<file path="config.mk">
export PLATFORM = sky130hd
export DESIGN_NAME = mem_port_arbiter
export DESIGN_NICKNAME = d
export VERILOG_FILES = /design/src/rtl/mem_port_arbiter.sv
export SDC_FILE = /design/constraint.sdc
export NUM_CORES = 1
export LEC_CHECK = 0
export CORE_MARGIN = 4
export CORE_UTILIZATION = 38
export CTS_BUF_LIST = sky130_fd_sc_hd__clkbuf_4
export CTS_CLUSTER_DIAMETER = 60
export DETAILED_ROUTE_END_ITERATION = 7
export PLACE_DENSITY = 0.83
export SYNTH_ARGS = -nofsm -noshare
export SYNTH_HDL_FRONTEND = slang
export SYNTH_SLANG_ARGS = --single-unit
</file>
<file path="constraint.sdc">
create_clock -name i_clk -period 3.4 [get_ports i_clk]
set_clock_uncertainty 0.1 [all_clocks]
set_input_delay 0.68 -clock i_clk [delete_from_list [all_inputs] [get_ports i_clk]]
set_output_delay 0.68 -clock i_clk [all_outputs]
set_load 0.05 [all_outputs]
</file>
<file path="src/rtl/mem_port_arbiter.sv">
// mem_port_arbiter
// Round-robin arbiter that shares one memory port among NUM_REQ requesters.
// A winner picked in one cycle is driven onto the memory port in the next
// cycle together with a one-cycle grant pulse. Read and write commands are
// tracked in separate {valid, id} shift registers so that read data and
// write completions are returned to the requester that issued them.
// Optional feature macro: ARB_WR_FIRST_EN -- when defined, eligible writes
// take priority over eligible reads (round-robin within the writes).
module mem_port_arbiter #(
    parameter int NUM_REQ    = 4,
    parameter int DATA_WIDTH = 32,
    parameter int ADDR_WIDTH = 10,
    parameter int RD_LATENCY = 2,
    parameter int WR_LATENCY = 1
) (
    input  logic                          i_clk,
    input  logic                          i_rst_n,
    input  logic [NUM_REQ-1:0]            i_req,
    input  logic [NUM_REQ-1:0]            i_req_we,
    input  logic [NUM_REQ*ADDR_WIDTH-1:0] i_req_addr,
    input  logic [NUM_REQ*DATA_WIDTH-1:0] i_req_din,
    output logic [NUM_REQ-1:0]            o_gnt,
    output logic [NUM_REQ-1:0]            o_rvalid,
    output logic [DATA_WIDTH-1:0]         o_rdata,
    output logic [NUM_REQ-1:0]            o_wdone,
    output logic                          o_mem_en,
    output logic                          o_mem_we,
    output logic [ADDR_WIDTH-1:0]         o_mem_addr,
    output logic [DATA_WIDTH-1:0]         o_mem_din,
    input  logic [DATA_WIDTH-1:0]         i_mem_dout
);

    localparam int ID_W = $clog2(NUM_REQ);

    logic [ID_W-1:0]       ptr;
    logic [ID_W-1:0]       gnt_id;
    logic [NUM_REQ-1:0]    eligible;
    logic [NUM_REQ-1:0]    cand;
    logic                  win_found;
    logic [ID_W-1:0]       win_id;
    logic [NUM_REQ-1:0]    win_onehot;
    logic                  win_we;
    logic [ADDR_WIDTH-1:0] win_addr;
    logic [DATA_WIDTH-1:0] win_din;

    logic                  cmd_rd;
    logic                  cmd_wr;

    // Stage 0 of each tracking pipeline is the command on the port this
    // cycle; stage k (k >= 1) is that command k cycles later.
    logic [RD_LATENCY-1:0]           rd_vld_q;
    logic [RD_LATENCY-1:0][ID_W-1:0] rd_id_q;
    logic [RD_LATENCY:0]             rd_stage_vld;
    logic [RD_LATENCY:0][ID_W-1:0]   rd_stage_id;
    logic [WR_LATENCY-1:0]           wr_vld_q;
    logic [WR_LATENCY-1:0][ID_W-1:0] wr_id_q;
    logic [WR_LATENCY:0]             wr_stage_vld;
    logic [WR_LATENCY:0][ID_W-1:0]   wr_stage_id;

    // The requester granted this cycle is masked so a held request is not granted twice.
    assign eligible = i_req & ~o_gnt;

    // Candidate set: writes only when write-priority is enabled and any write is pending.
`ifdef ARB_WR_FIRST_EN
    always_comb begin
        cand = eligible;
        if (|(eligible & i_req_we)) begin
            cand = eligible & i_req_we;
        end
    end
`else
    always_comb begin
        cand = eligible;
    end
`endif

    // Round-robin search: first candidate at or after ptr, wrapping.
    always_comb begin
        int idx;
        win_found = 1'b0;
        win_id    = '0;
        for (int i = 0; i < NUM_REQ; i++) begin
            idx = (int'(ptr) + i) % NUM_REQ;
            if (!win_found && cand[idx[ID_W-1:0]]) begin
                win_found = 1'b1;
                win_id    = idx[ID_W-1:0];
            end
        end
    end

    // Select the winning requester's command fields.
    always_comb begin
        win_onehot = '0;
        win_we     = 1'b0;
        win_addr   = '0;
        win_din    = '0;
        for (int k = 0; k < NUM_REQ; k++) begin
            if (win_id == ID_W'(k)) begin
                win_onehot[k] = win_found;
                win_we        = i_req_we[k];
                win_addr      = i_req_addr[k*ADDR_WIDTH +: ADDR_WIDTH];
                win_din       = i_req_din[k*DATA_WIDTH +: DATA_WIDTH];
            end
        end
    end

    // Register grant, pointer and memory command; address/data hold when idle.
    always_ff @(posedge i_clk or negedge i_rst_n) begin
        if (!i_rst_n) begin
            o_gnt      <= '0;
            gnt_id     <= '0;
            ptr        <= '0;
            o_mem_en   <= 1'b0;
            o_mem_we   <= 1'b0;
            o_mem_addr <= '0;
            o_mem_din  <= '0;
        end else begin
            o_gnt    <= win_onehot;
            o_mem_en <= win_found;
            if (win_found) begin
                gnt_id     <= win_id;
                o_mem_we   <= win_we;
                o_mem_addr <= win_addr;
                o_mem_din  <= win_din;
                if (win_id == ID_W'(NUM_REQ - 1)) begin
                    ptr <= '0;
                end else begin
                    ptr <= win_id + ID_W'(1);
                end
            end
        end
    end

    assign cmd_rd = o_mem_en & ~o_mem_we;
    assign cmd_wr = o_mem_en & o_mem_we;

    assign rd_stage_vld = {rd_vld_q, cmd_rd};
    assign rd_stage_id  = {rd_id_q, gnt_id};
    assign wr_stage_vld = {wr_vld_q, cmd_wr};
    assign wr_stage_id  = {wr_id_q, gnt_id};

    // Advance the read and write tracking pipelines by one stage per cycle.
    always_ff @(posedge i_clk or negedge i_rst_n) begin
        if (!i_rst_n) begin
            rd_vld_q <= '0;
            rd_id_q  <= '0;
            wr_vld_q <= '0;
            wr_id_q  <= '0;
        end else begin
            rd_vld_q <= rd_stage_vld[RD_LATENCY-1:0];
            rd_id_q  <= rd_stage_id[RD_LATENCY-1:0];
            wr_vld_q <= wr_stage_vld[WR_LATENCY-1:0];
            wr_id_q  <= wr_stage_id[WR_LATENCY-1:0];
        end
    end

    // Capture memory read data one cycle before the read response is flagged.
    always_ff @(posedge i_clk or negedge i_rst_n) begin
        if (!i_rst_n) begin
            o_rdata <= '0;
        end else if (rd_stage_vld[RD_LATENCY-1]) begin
            o_rdata <= i_mem_dout;
        end
    end

    // Decode the final pipeline stage into per-requester response pulses.
    always_comb begin
        o_rvalid = '0;
        o_wdone  = '0;
        for (int k = 0; k < NUM_REQ; k++) begin
            o_rvalid[k] = rd_stage_vld[RD_LATENCY] && (rd_stage_id[RD_LATENCY] == ID_W'(k));
            o_wdone[k]  = wr_stage_vld[WR_LATENCY] && (wr_stage_id[WR_LATENCY] == ID_W'(k));
        end
    end

endmodule

</file>
==> results.cfg <==
[grt]
grt_pass1_vias = 4884
grt_antenna_before_repair = 1
overflow = 0
grt_util_all_layers_pct = 21.8
grt_pass1_wl_um = 25000
grt_max_degree = 96

[clock_network]
cts_made_buffers = 9
cts_tree = done
hold_buffers = 0
htree_levels = 3
cts_resized = 0
cts_max_path_buffers = 2
cts_setup_buffers = 0
clk_latency_ns = 0.43
clock_sinks = 91
path_clk_slew_ns = 0.14
clockRootBuffer = clkbuf_4

[drt]
vias = 4808
drt_iter0_markers = 206
wl_per_cell_um = 17.2
wl_um = 15800
drtAntennaViolNets = 0
viasPerCell = 5.21
drc = 0
drt_pass1_iterations = 5

[critical_path]
rr_worst_depth = 10
endpoint_kind = flop
r2r_setup_slack_ns = 0.78
path_class = in -> reg
critPathLaunchType = primary input
cp.required_ns = 3.65
worstPathMaxFanout = 24
r2r-end = o_mem_din[18]
cp.arrival_ns = 3.17
path_cells = clkdlybuf4s50_1 > nor2b_1 > a211oi_1 > o22ai_1 > inv_1 > ha_2 > nor2b_4 > buf_12 > a221oi_1 > a211o_1 > a31oi_1
cpPeakStageDelay_ns = 0.49
worstReg2RegStart = o_gnt[2]
crit_slowest_cell = clkdlybuf4s50_1

[job]
cap_viol_max_count = 0

[timing]
finalHoldViolCount = 0
relSlewSlack_pct = 13.6
fmax_mhz = 342
worst-slew-pin-transition_ns = 1.30
tns_ns = 0
setup_viol = 0
period_share_pct = 86.0
grt_setup_unrepaired = no
whs_ns = 0.271
slew_violations = 0
fin_crit_ns = 2.92

[die]
fp.dieH_um = 119
start_util_pct = 39.0
die_w_um = 119
dieArea_um2 = 14200
pin_count = 298
rows = 40
coreArea_um2 = 12100

[cells_and_area]
final_common_cell = clkdlybuf4s50_1
fin_nets = 963
layout_common_cells = 296 x clkdlybuf4s50_1, 91 x dfrtp_1, 49 x inv_1, 46 x nand2_1, 45 x nor2_1
layout-drive-gt1-share_pct = 8.49
n_fill_cell = 918
seq_area_um2 = 2280
area_growth_pct = 69.9
multi_input_area_um2 = 2020

[place]
gp_routability_congestion = 0.802
dp_hpwl_um = 12400
port_buffers = 297

[logic_synthesis]
synthCells = 476
ys.flop_type = dfrtp_1
ys_async_sr_fraction_pct = 100
synth_nets = 690
synth_edf_count = 0
ys_seq_area_share_pct = 48.5
syn_avg_cell_area_um2 = 9.87
syn_area_um2 = 4700
synth_seq_cells = 91
synth_warnings = 0
yosysUniqueCellTypes = 31

[pwr]
powerDensity_nw_per_um2 = 1080
finalPower_mw = 8.61
leakagePower_nw = 3.39
vdd.ir_drop.worst_mv = 0.426

[status]
status = finished, final reports clean

[hold_path]
holdCritPathClass = in -> async
## logic make-up (layout without fill, tap and decap cells)
family | Yosys count | in the layout | share of synthesized area [%]
AOI/OAI and AO/OA | 141 | 141 | 23.2
adders and majority gates | 4 | 4 | 1.07
buffers and inverters | 94 | 372 | 8.79
DFF | 91 | 91 | 48.5
muxes | 32 | 32 | 7.67
other | 0 | 1 | 0
and+or+nand+nor | 114 | 114 | 10.8
## final cells by class
| class | instances | area share (%) |
|---|---|---|
| antenna | 1 | 0.0313 |
| clock buffer | 9 | 0.846 |
| clock inverter | 7 | 1.22 |
| inverter | 49 | 2.30 |
| multi-input combinational | 291 | 25.4 |
| sequential | 91 | 28.5 |
| tap | 168 | 2.63 |
| timing repair buffer | 307 | 39.1 |
## per-stage QoR
stage	utilization, %	std cells	cell area [µm²]	setup slack, ns
floorplan	-	476	4700	0.474
global placement	64.8	906	7820	0.173
detailed placement	64.8	906	7820	0.0686
CTS	66.2	922	7980	0.540
global route	66.2	923	7980	0.258
finish	66.2	923	7980	0.476
## power breakdown
group	switching (mW)	internal, mW
clock network	0.382	0.303
logic	3.48	2.41
registers	0.386	1.65
## cell usage after synthesis, types with 2 or more instances
master,number,share of area (%)
dfrtp_1,91,48
inv_1,49,3.9
nand2_1,46,3.7
nor2_1,45,3.6
a211o_1,42,7.8
a221oi_1,42,7.8
a31oi_1,42,5.6
mux2_2,32,7.7
clkbuf_1,29,2.3
buf_6,7,1.7
buf_2,6,0.64
and2_1,5,0.67
nor2b_1,5,0.67
ha_1,4,1.1
nor3b_1,4,0.64
a21oi_1,3,0.32
buf_1,3,0.24
o21ai_0,3,0.32
a211oi_1,2,0.32
and3_1,2,0.27
and3b_1,2,0.37
nand2b_1,2,0.27
o21ai_1,2,0.21
## state kept, by name (all words and copies together), names as in the netlist
register / cells
o_mem_we: 1
wr_id_q: 2
rd_vld_q: 2
rd_id_q: 2
o_gnt: 4
o_mem_addr: 10
wr_vld_q: 1
gnt_id: 2
o_rdata: 32
o_mem_en: 1
ptr: 2
o_mem_din: 32
## per-layer routing
metal  routed length, µm  GRT usage, %
met2                8000          38.3
met3                1390          5.37
met4                 545          9.63
met1                5900          25.0
met5                   0             0
## worst max path at each step
stage               cells after the start  slack (ns)             to      from
finish                                 11        0.48  o_mem_din[18]  i_req[2]
global route                           10        0.26  o_mem_din[18]  i_req[2]
CTS                                    11        0.54   o_mem_din[0]  i_req[2]
detailed placement                     11        0.07  o_mem_din[18]  i_req[2]
global placement                       10        0.17   o_mem_din[4]  i_req[2]
floorplan                              12        0.47  o_mem_din[10]  i_req[0]
## worst max-delay path: cells and delay by family
kind	cells	cell delay, ns
AOI/OAI and AO/OA	5	1.01
buffers and inverters	3	0.81
and+or+nand+nor	2	0.43
adders and majority gates	1	0.24
Note: power is estimated with default switching activity, not from simulation.
